$ cat src/rtl/uart_dbg_frame_rx.sv
// uart_dbg_frame_rx
//   Assembles 35-byte debug download frames from the UART byte stream
//   (index, 32 payload bytes, CRC16-Modbus lo/hi), validates them, captures
//   the firmware size from frame 0 and writes payload frames into
//   instruction memory as 8 little-endian words. Every complete frame is
//   answered with ACK (0x06) or NACK (0x15).
//
//   Optional: define UART_DBG_TIMEOUT_EN to discard partial frames that go
//   idle for TIMEOUT_CYCLES cycles.
//
// Ports
//   clk, rst                   clock, async active-high reset
//   rx_valid_i, rx_data_i      received byte strobe / byte
//   tx_valid_o, tx_data_o      response byte, held until tx_ready_i
//   tx_ready_i                 transmitter accepts response
//   mem_req_o, mem_gnt_i       word write request / accept
//   mem_addr_o, mem_wdata_o    word write byte address / data
//   fw_size_o                  firmware byte count from frame 0
//   busy_o                     frame in progress or response pending
//   done_o                     sticky, last payload frame ACKed
module uart_dbg_frame_rx #(
  parameter logic [31:0] BASE_ADDR      = 32'h0000_0000,
  parameter logic [31:0] MAX_BYTES      = 32'd4096,
  parameter logic [15:0] TIMEOUT_CYCLES = 16'd2000
) (
  input  logic        clk,
  input  logic        rst,
  input  logic        rx_valid_i,
  input  logic [7:0]  rx_data_i,
  output logic        tx_valid_o,
  output logic [7:0]  tx_data_o,
  input  logic        tx_ready_i,
  output logic        mem_req_o,
  input  logic        mem_gnt_i,
  output logic [31:0] mem_addr_o,
  output logic [31:0] mem_wdata_o,
  output logic [31:0] fw_size_o,
  output logic        busy_o,
  output logic        done_o
);

  localparam logic [7:0] ACK  = 8'h06;
  localparam logic [7:0] NACK = 8'h15;

  typedef enum logic [1:0] {RECV, CHECK, WRITE, RESP} state_t;

  state_t          state, nstate;
  logic [5:0]      cnt;
  logic [15:0]     crc, rcv_crc;
  logic [32:0][7:0] fbuf;       // [0] index, [1..32] payload
  logic [7:0]      exp_idx, frames_wr;
  logic [2:0]      wi;
  logic [5:0]      wb;
  logic [31:0]     size_w, ceil_frames, word_addr, word_data;
  logic            ok, idx_match, idx_dup;

  function automatic logic [15:0] crc_step(input logic [15:0] c, input logic [7:0] b);
    logic [15:0] r;
    r = c ^ {8'h00, b};
    for (int i = 0; i < 8; i++) r = r[0] ? ((r >> 1) ^ 16'hA001) : (r >> 1);
    return r;
  endfunction

  assign ok          = (crc == rcv_crc);
  assign idx_match   = (fbuf[0] == exp_idx);
  assign idx_dup     = (exp_idx != 8'd0) && (fbuf[0] == exp_idx - 8'd1);
  assign size_w      = {fbuf[29], fbuf[30], fbuf[31], fbuf[32]};
  // frames needed = ceil(fw_size / 32), written without an add that could wrap
  assign ceil_frames = {5'd0, fw_size_o[31:5]} + {31'd0, |fw_size_o[4:0]};

  assign wb          = {1'b0, wi, 2'b00} + 6'd1;
  assign word_data   = {fbuf[wb + 6'd3], fbuf[wb + 6'd2], fbuf[wb + 6'd1], fbuf[wb]};
  assign word_addr   = BASE_ADDR + (({24'd0, fbuf[0]} - 32'd1) << 5) + {27'd0, wi, 2'b00};

  assign mem_req_o   = (state == WRITE);
  // address/data forced to zero when idle so reset really clears every output
  assign mem_addr_o  = mem_req_o ? word_addr : 32'd0;
  assign mem_wdata_o = mem_req_o ? word_data : 32'd0;
  assign tx_valid_o  = (state == RESP);
  assign busy_o      = (state != RECV) || (cnt != 6'd0);

  always_ff @(posedge clk or posedge rst) begin
    if (rst) state <= RECV;
    else     state <= nstate;
  end

  always_comb begin
    nstate = state;
    case (state)
      RECV:    if (rx_valid_i && cnt == 6'd34) nstate = CHECK;
      CHECK:   nstate = (ok && idx_match && exp_idx != 8'd0) ? WRITE : RESP;
      WRITE:   if (mem_gnt_i && wi == 3'd7) nstate = RESP;
      RESP:    if (tx_ready_i) nstate = RECV;
      default: nstate = RECV;
    endcase
  end

  // frame buffer needs no reset: it is always refilled before CHECK reads it
  always_ff @(posedge clk) begin
    if (state == RECV && rx_valid_i && cnt <= 6'd32) fbuf[cnt] <= rx_data_i;
  end

`ifdef UART_DBG_TIMEOUT_EN
  logic [15:0] tmr;
`else
  logic unused_tmo;
  assign unused_tmo = ^TIMEOUT_CYCLES;
`endif

  always_ff @(posedge clk or posedge rst) begin
    if (rst) begin
      cnt       <= 6'd0;
      crc       <= 16'hFFFF;
      rcv_crc   <= 16'h0000;
      exp_idx   <= 8'd0;
      frames_wr <= 8'd0;
      wi        <= 3'd0;
      tx_data_o <= 8'h00;
      fw_size_o <= 32'd0;
      done_o    <= 1'b0;
`ifdef UART_DBG_TIMEOUT_EN
      tmr       <= 16'd0;
`endif
    end else begin
      case (state)
        RECV: begin
          if (rx_valid_i) begin
            cnt <= cnt + 6'd1;
            if (cnt >= 6'd1 && cnt <= 6'd32) crc <= crc_step(crc, rx_data_i);
            if (cnt == 6'd33) rcv_crc[7:0]  <= rx_data_i;
            if (cnt == 6'd34) rcv_crc[15:8] <= rx_data_i;
          end
`ifdef UART_DBG_TIMEOUT_EN
          if (rx_valid_i || cnt == 6'd0) tmr <= 16'd0;
          else if (tmr == TIMEOUT_CYCLES - 16'd1) begin
            tmr <= 16'd0;
            cnt <= 6'd0;
            crc <= 16'hFFFF;
          end else tmr <= tmr + 16'd1;
`endif
        end
        CHECK: begin
          wi        <= 3'd0;
          tx_data_o <= NACK;
          if (ok && idx_match) begin
            if (exp_idx == 8'd0 && size_w <= MAX_BYTES) begin
              fw_size_o <= size_w;
              exp_idx   <= 8'd1;
              frames_wr <= 8'd0;
              done_o    <= 1'b0;
              tx_data_o <= ACK;
            end
          end else if (ok && idx_dup) tx_data_o <= ACK;
        end
        WRITE: begin
          if (mem_gnt_i) begin
            wi <= wi + 3'd1;
            if (wi == 3'd7) begin
              exp_idx   <= exp_idx + 8'd1;
              frames_wr <= frames_wr + 8'd1;
              tx_data_o <= ACK;
            end
          end
        end
        RESP: begin
          if (tx_ready_i) begin
            cnt <= 6'd0;
            crc <= 16'hFFFF;
            if (tx_data_o == ACK && {24'd0, frames_wr} == ceil_frames) done_o <= 1'b1;
          end
        end
        default: ;
      endcase
    end
  end

endmodule

$ cat config.mk
export PLATFORM = sky130hd
export DESIGN_NAME = uart_dbg_frame_rx
export DESIGN_NICKNAME = d
export VERILOG_FILES = /design/src/rtl/uart_dbg_frame_rx.sv
export SDC_FILE = /design/constraint.sdc
export NUM_CORES = 1
export LEC_CHECK = 0
export ABC_AREA = 1
export BUFFER_PORTS_ARGS = -buffer_cell sky130_fd_sc_hd__buf_2
export CORE_ASPECT_RATIO = 1.1
export CORE_MARGIN = 2
export CORE_UTILIZATION = 30
export CTS_BUF_LIST = sky130_fd_sc_hd__clkbuf_8
export DETAILED_ROUTE_END_ITERATION = 6
export SETUP_SLACK_MARGIN = 0.1
export SLEW_MARGIN = 20
export SYNTH_ARGS = -nofsm -noshare
export SYNTH_HDL_FRONTEND = slang
export SYNTH_SLANG_ARGS = --single-unit
$ cat constraint.sdc
create_clock -name clk -period 3.3 [get_ports clk]
set_clock_uncertainty 0.1 [all_clocks]
set_input_delay 0.33 -clock clk [delete_from_list [all_inputs] [get_ports clk]]
set_output_delay 0.33 -clock clk [all_outputs]
set_load 0.005 [all_outputs]
; ---- After elaboration in Yosys (flattened, before gate mapping)
; Cells that the tools add are included.
[totals]
reg_bits = 364
latchBits = 0
mem_bits_rw = 0
rom_bits = 0
in_bits = 13
output_inout_bits = 108
word_cells = 183
mem_count = 0
[classes]
addsub = 12
mul = 0
div = 0
magnitude_cmp = 9
n_eq_ne = 21
n_shift = 0
mux = 56
bitwise_logic = 9
n_reduce_logical = 32
[op_table]
columns = op, n
row1 = $bwmux W264, 1
row2 = $bmux W8 S6, 4
row3 = $mux W16, 11
row4 = $mux W8, 16
row5 = $mux W32, 2
row6 = $demux W8 S6, 1
row7 = $pmux W8 S2, 3
row8 = $lt A6 B7 Y1 const B, 5
row9 = $le A32 B13 Y1 const B, 1
row10 = $pmux W16 S2, 1
row11 = $add A27 B1 Y28, 1
row12 = $eq A8 B28 Y1, 1
row13 = $not A2 Y3, 8
row14 = $reduce_and A3 Y1, 6
row15 = $add A8 B1 Y8 const B, 2
row16 = $eq A16 B16 Y1, 1
row17 = $eq A8 B8 Y1, 2
row18 = $xor A16 B8 Y16, 1
row19 = $add A14 B6 Y15, 1
row20 = $add A6 B1 Y6 const B, 2
row21 = $add A6 B2 Y6 const B, 2
row22 = $eq A6 B6 Y1 const B, 2
row23 = $ge A6 B1 Y1 const B, 2
row24 = $logic_and A1 B1 Y1, 12
row25 = 30 further kinds, 51

; ---- Depth between registers and ports, before layout
; Gate-level depths: netlist (run 1).
[logic_depth]
depth_word = 20
mapped_depth = 20
depth_no_buf = 20

; ---- Least setup slack after synthesis (run 1)
; Ideal clock, no wire load.
[synth_path]
path_type = register -> output
start = register state[0]
end = output port mem_addr_o[14]
arrival_time_ns = 2.950
slack_ns = -0.080
stages_incl_launch_ff = 7
path_buffers = 2
cell_sequence = dfrtp_1 > inv_1 > ha_1 > inv_1 > buf_1 > nor4_1 > buf_4
[synth_via]
elab_chain_len = 2
[synth_rtl]
columns = element, line_no
row1 = from (decl), 47  ; state_t state, nstate;
row2 = from (signal assigned), 84  ; else state <= nstate;
row3 = $eq A2 B2 Y1, 75  ; assign mem_req_o = (state == WRITE);
row4 = named net mem_req_o, 33  ; output logic mem_req_o,
row5 = $mux W32, 77  ; assign mem_addr_o = mem_req_o ? word_addr : 32'd0;
row6 = to (decl), 35  ; output logic [31:0] mem_addr_o,
; The timed path passes the listed nets, and every way through them passes these cells.

; ---- Worst setup path in the final report (run 1)
[layout_path]
start = register wi[0]
end = output port mem_wdata_o[3]
[layout_via]
elab_chain_len = 4
[layout_rtl]
columns = element, line_no
row1 = from (decl), 52  ; logic [2:0] wi;
row2 = from (signal assigned), 157  ; wi <= wi + 3'd1;
row3 = $add A5 B1 Y6, 71  ; assign wb = {1'b0, wi, 2'b00} + 6'd1;
row4 = $bmux W8 S6, 72  ; assign word_data = {fbuf[wb + 6'd3], fbuf[wb + 6'd2], fbuf[wb + 6'd1], fbuf[wb]};
row5 = $mux W8 (not written as such), 72
row6 = $mux W32, 78  ; assign mem_wdata_o = mem_req_o ? word_data : 32'd0;
row7 = to (decl), 36  ; output logic [31:0] mem_wdata_o,
; Every way passes these cells. The select of a mux whose other input is x is not followed.

==> results of run 1 <==
repair_timing:
item	4_1_cts	5_1_grt
pin swaps	0	0
hold buffers	3	0
gates resized for setup	1	1
endpoints found under the hold margin	45	0
setup endpoints to repair	3	1
cell families after synthesis:
logic type,Yosys count
AOI/OAI and AO/OA,291
xor gates and xnor gates,64
adders and majority gates,17
buffers and inverters,243
DFF,359
muxes,3
other,1
and+or+nand+nor,731
synthesized netlist by cell type, types with 7 or more instances:
cell type and number:
dfstp_2 16, buf_4 27, clkbuf_1 51, nand3_1 101
xnor2_1 30, inv_1 134, o32ai_1 8, o21ai_0 151
nand4_1 25, dfrtp_1 79, nor2_1 240, ha_1 17
xor2_1 33, edfxtp_1 264, nand2_1 294, buf_1 7
inv_2 11, nand2_4 8, nor3_1 19, nand2_2 14
o21ai_2 10, o22ai_1 51, a21oi_1 51
metal layers:
metal  wire length [µm]  GRT usage
met1              19510     0.1924
met2              24010     0.2836
met3               2405    0.02323
met4               1287    0.05493
met5                 12          0
final cells by class:
| class | count | area, µm² | area share |
|---|---|---|---|
| Multi-Input combinational cell | 1112 | 5707 | 0.2899 |
| Clock buffer | 64 | 880.8 | 0.04474 |
| Antenna cell | 2 | 5.005 | 0.0002542 |
| Timing Repair Buffer | 168 | 1028 | 0.05224 |
| Inverter | 150 | 566.8 | 0.02879 |
| Tap cell | 744 | 930.9 | 0.04729 |
| Sequential cell | 359 | 10330 | 0.5247 |
| Clock inverter | 39 | 239.0 | 0.01214 |
power breakdown:
| part | internal, mW | total (mW) | switching, mW |
|---|---|---|---|
| logic | 1.40 | 4.34 | 2.94 |
| registers | 5.23 | 5.52 | 0.291 |
| clock network | 1.94 | 3.72 | 1.78 |
path summary, 6_finish.rpt:
kind | to | cells after the start | start
setup / recovery | mem_wdata_o[3] | 7 | wi[0]
setup reg to reg | done_o | 17 | fw_size_o[4]
hold / removal | rcv_crc[8] | 3 | rx_data_i[0]
hold reg to reg | crc[5] | 2 | crc[13]
min in group asynchronous | frames_wr[1] | 3 | rst
max in group asynchronous | fw_size_o[19] | 4 | rst
critical path: stages (launching register included):
cell and delay (ns):
dfrtp_4 0.56, clkinv_2 0.26, buf_16 0.35, o21ai_0 0.13
o22ai_1 0.28, nand2_1 0.08, nand2_1 0.12, buf_2 0.12
flip-flops by register name, indices dropped and copies added, names as in the netlist:
signal,flops
fw_size_o,32
wi,3
done_o,1
state,2
frames_wr,8
tx_data_o,3
rcv_crc,16
cnt,6
crc,16
fbuf,264
exp_idx,8
stage by stage:
stage | std cells | total power [mW] | hold WS (ns) | util | setup slack, ns
finish | 2638 | 13.58 | 0.03239 | 0.3507 | 0.2660
floorplan | 1714 | 8.565 | 0.3289 | - | 0.4195
global route | 2637 | 14.36 | 0.02156 | 0.3507 | 0.1183
detailed placement | 2530 | 9.915 | 0.3893 | 0.3300 | 0.6850
global placement | 2530 | 9.837 | 0.3853 | 0.3300 | 0.7038
CTS | 2636 | 13.65 | 0.00002170 | 0.3505 | 0.2239
==> results by group, run 1 <==
Drt
  • Post-DR vias/cell: slightly below 5
  • Antenna-violating nets left: 0
  • DRC errors left: 2
  • Pre-Repair DR Iteration Count: 7
  • Vias: 12770
  • Drt wl/cell: 17.91 µm
  • Initial DRC Count: 840
  • Final WL: 47230 µm

Synthesis
  • Synth Area in Compound Gates: 0.09756
  • Simple-gate share of the synthesized area: 0.1873
  • FFs w/ async S/R, synth: 0.2646
  • Largest family of logic cells by synthesized area: simple AND/OR/NAND/NOR gates
  • Multiplexer share of the synthesized area: 0.001981
  • Share of the synthesized area in the top cell type: 0.4648
  • Post-Synth Adder-Cell Area: 0.01247
  • Post-synth top area cell: edfxtp_1
  • Seq cells post-synth: 359
  • Main synth FF type: edfxtp_1
  • Post-synth EDFFs: 264
  • Yosys cell types: 47
  • Post-Syn Instances: 1709
  • Netlist Area Pre-Place: 17060 µm²
  • Area contributors post-synth: edfxtp_1, dfrtp_1, nand2_1
  • Xor/xnor share of the synthesized area: 0.03330
  • Sequential area share after synthesis: 0.6053
  • Yosys warnings: 0
  • Avg Synthesized Cell Area: 9.980 µm²

Placement
  • Port Buf Inserts: between 100 and 150
  • Placed wire-length estimate: 31540 µm
  • RePlAce Congestion: 0.8754
  • Cell Area, Placed: about 19000 µm²

Clock tree
  • CTS sink cnt: 359
  • Num CTS Buffers: 55
  • Post-CTS Setup Bufs: 0
  • Max clock buf depth: 3
  • Clk pin slew, worst setup/hold paths: 0.07 ns
  • Root Buffer: clkbuf_8
  • # H-tree levels: 2
  • CTS tree: built
  • Skew-Pair Late Insertion Delay: 0.65 ns

Timing
  • Setup TNS Final: 0 ns
  • Hold Fails Final Rpt: 0
  • Fin. max-slew vios: 0
  • Slew HR: 0.4892
  • Crit path time final: 3.034 ns
  • Slew at the pin closest to its max-slew limit: 0.7662 ns
  • Highest Clock Rate: 329.6 MHz
  • Unrepaired setup endpoints after global routing: no
  • Crit share post-route: 0.9194
  • Number of setup violations in the final report: 0

Finish
  • Commonest non-fill, non-tap cell in the layout: nand2_1
  • Final #Nets: 1876
  • Fillcell total: 5602
  • Area grow syn2layout: 15.42%
  • Finished Cell Area: 19690 µm²
  • Share of cells above drive strength 1: 0.1792
  • Most frequent cells in the layout: nand2_1, edfxtp_1, nor2_1

GRT
  • Global-route wire length before repair: 72120 µm
  • Gr ovfl total: 0
  • Gr usage total: 0.1580
  • Largest net degree at the start of global routing: 114
  • Initial antenna violation count: 2
  • Number of global-route vias before repair: approximately 12000

Critical path
  • Crit start category: register
  • Worst EP arrival: 2.60 ns
  • Crit path kind: reg -> out
  • Crit end category: output pin
  • Worst Path Max Fanout: 96
  • CP required: 2.87 ns
  • Reg2reg setup slack: 0.67 ns

Floorplanning
  • Die area: slightly below 60000 µm²
  • Die width: 231.3 µm
  • # rows: 91
  • Height of the chip: roughly 250 µm
  • Core Area: roughly 56000 µm²
  • # IOs: 121
  • Initial core utilization: 0.3039

Power
  • Leakage: 7.990 nW
  • Max VDD drop: between 300 and 400 µV
  • Power Dens Cells: 689.8 nW/µm²

Outcome
  • Violated checks: design-rule violations
  • Outcome: finished, violations left

Flow run
  • Max Cap Viol: 0

Worst hold path
  • Hold Crit Class: in -> reg
Note: power is estimated with default switching activity, not from simulation.
==> run 2: changes to the inputs <==
Settings changed: CORE_MARGIN 2 to default.
==> results by group, run 2 (synthesis results as in run 1) <==
Outcome
  • Outcome: completed

Power
  • Leakage: 7.934 nW (-0.71%)
  • Max VDD drop: 526.4 µV (+62%)
  • Clock power frac: 0.263 (-0.011)
  • Switching Fraction: 0.3758 (+0.006782)
  • Combinational share of power: 0.325 (+0.006)
  • Reg power frac: 0.412 (+0.005)
  • Power Dens Cells: 682.0 nW/µm² (-1.1%)
  • Switching power: 5.018 mW (+0.15%)
  • Internal power: 8.336 mW (-2.7%)

Critical path
  • Worst EP arrival: 2.56 ns (-0.04 ns)
  • Crit end category: output pin
  • Reg2reg start: fw_size_o[3]
  • CP max stage cell: dfrtp_4
  • Worst Path Max Fanout: 18 (-81%)
  • Crit start category: register
  • Reg2reg setup slack: 0.62 ns (-0.05 ns)
  • Reg-to-Reg End: done_o
  • CP required: 2.87 ns (about the same)
  • Crit path kind: reg -> out
  • Crit path capture: mem_wdata_o[27]
  • Worst path cell trace: ha_2 -> buf_4 -> o21ai_0 -> o32ai_1 -> nand2_1 -> a21oi_1 -> buf_2
  • R2R depth: 16 (-1)
  • Max incr delay on CP: 0.50 ns (-0.06 ns)
  • Setup crit start: wi[0]

GRT
  • Initial antenna violation count: 2 (unchanged)
  • Number of global-route vias before repair: 12520 (+1.1%)
  • Gr usage total: 0.1627 (+0.004698)
  • Gr ovfl total: 0 (unchanged)
  • Global-route wire length before repair: 73010 µm (+1.2%)
  • Largest net degree at the start of global routing: 123 (+7.9%)

Clock tree
  • Clk pin slew, worst setup/hold paths: 0.07 ns (about the same)
  • CTS tree: built
  • Num CTS Buffers: 54 (-1.8%)
  • Max clock buf depth: 3 (unchanged)
  • Skew-Pair Late Insertion Delay: 0.64 ns (about the same)
  • # H-tree levels: 2 (unchanged)
  • Post-CTS Setup Bufs: 0 (unchanged)
  • CTS sink cnt: 359 (unchanged)
  • Root Buffer: clkbuf_8

Timing
  • Number of setup violations in the final report: 0 (unchanged)
  • Fin. max-slew vios: 0 (unchanged)
  • Crit path time final: 2.988 ns (-0.04636 ns)
  • Setup TNS Final: 0 ns (unchanged)
  • Unrepaired setup endpoints after global routing: no
  • Slew HR: 0.5027 (+0.01349)
  • Slew at the pin closest to its max-slew limit: 0.7432 ns (-0.02298 ns)
  • Highest Clock Rate: 334.7 MHz (+1.6%)
  • Hold Fails Final Rpt: 0 (unchanged)
  • Crit share post-route: 0.9053 (-0.01405)

Floorplanning
  • Core Area: 56130 µm² (unchanged)
  • Height of the chip: 252.1 µm (-0.79%)
  • # IOs: 121 (unchanged)
  • Initial core utilization: 0.3039 (unchanged)
  • Die area: 57810 µm² (-1.6%)
  • Die width: 229.3 µm (-0.86%)
  • # rows: 91 (unchanged)

Finish
  • Max reg flops: 264 (unchanged)
  • Most frequent cells in the layout: nand2_1, edfxtp_1, nor2_1
  • Finished Cell Area: 19580 µm² (-0.54%)
  • Area grow syn2layout: 14.80%
  • Share of cells above drive strength 1: 0.1777 (-0.001492)
  • Commonest non-fill, non-tap cell in the layout: nand2_1
  • Final #Nets: 1876 (unchanged)
  • Reg with most FFs: fbuf
  • Final Util: 0.3488 (-0.001894)
  • Biggest regs: fbuf: 264 flops, fw_size_o: 32 flops
  • N_diodes: 0 (-2)

Placement
  • Cell Area, Placed: 18520 µm² (about the same)
  • Placed wire-length estimate: 32040 µm (+1.6%)
  • Port Buf Inserts: 114 (unchanged)
  • RePlAce Congestion: 0.9014 (+3.0%)

Drt
  • Vias: 12820 (+0.43%)
  • Initial DRC Count: 999 (+19%)
  • Post-DR vias/cell: 4.867 (+0.55%)
  • Pre-Repair DR Iteration Count: 6 (-1)
  • Drt wl/cell: 18.08 µm (+0.99%)
  • DRC errors left: 0 (-2)
  • Final WL: 47650 µm (+0.87%)
  • Antenna-violating nets left: 0 (unchanged)

Flow run
  • Max Cap Viol: 0 (unchanged)

Worst hold path
  • Hold Crit Class: in -> reg
[run 2: layer usage]
layer / share of wire / vias up / track usage
li1: - / 6087 / -
met1: 0.42 / 6245 / 0.2020
met2: 0.50 / 398 / 0.2883
met3: 0.052 / 92 / 0.02396
met4: 0.028 / 2 / 0.05352
met5: 0.00027 / - / 0
[run 2: worst min path at each step]
| stage | start | to | slack, ns | depth (start not counted) |
|---|---|---|---|---|
| global placement | rst | frames_wr[4] | 0.39 | 2 |
| detailed placement | rcv_crc[0] | rcv_crc[0] | 0.40 | 2 |
| global route | rx_data_i[0] | fbuf[240] | 0.03 | 1 |
| finish | rx_data_i[0] | fbuf[240] | 0.05 | 1 |
| floorplan | rx_data_i[0] | fbuf[0] | 0.33 | 0 |
| CTS | rx_data_i[0] | fbuf[240] | 0.02 | 1 |
[run 2: area by class of cell]
cell class	count	area (µm²)
inverters	150	566.8
well taps	744	930.9
fillers	5571	36550
multi-input cells	1112	5707
clock buffers	58	798.3
clock inverters	43	235.2
repair buffers	169	1013
flip-flops and latches	359	10330
[run 2: what timing repair did]
item,4_1_cts,5_1_grt
resized for setup,0,1
hold buffers,2,0
endpoints found under the setup margin,0,5
hold endpoints to repair,40,0
[run 2: metrics by stage]
stage	hold WS, ns	std cells	total power, mW	setup WS (ns)
after global routing	0.02574	2635	14.16	0.1572
after floorplan	0.3289	1714	8.565	0.4195
after global placement	0.3860	2532	9.838	0.6705
final	0.04652	2635	13.35	0.3124
after detailed placement	0.3955	2532	9.913	0.6668
after CTS	0.01909	2635	13.45	0.1432
[run 2: power by group through the flow]
| stage | clock network [mW] | registers (mW) | logic (mW) |
|---|---|---|---|
| 6_report | 3.52 | 5.50 | 4.34 |
| 5_1_grt | 3.78 | 5.54 | 4.85 |
| 4_1_cts | 3.60 | 5.50 | 4.35 |
| 3_5_place_dp | 0 | 5.59 | 4.32 |
| 3_3_place_gp | 0 | 5.58 | 4.26 |
| 2_1_floorplan | 0 | 5.52 | 3.05 |
[run 2: worst max-delay path, delay by kind of cell, from the launching register on]
family	cells	cell delay [ns]
buffers and inverters	2	0.43
flip-flops	1	0.50
AND/OR/NAND/NOR	1	0.11
adder cells (fa/ha/maj)	1	0.49
AO/OA/AOI/OAI	3	0.41
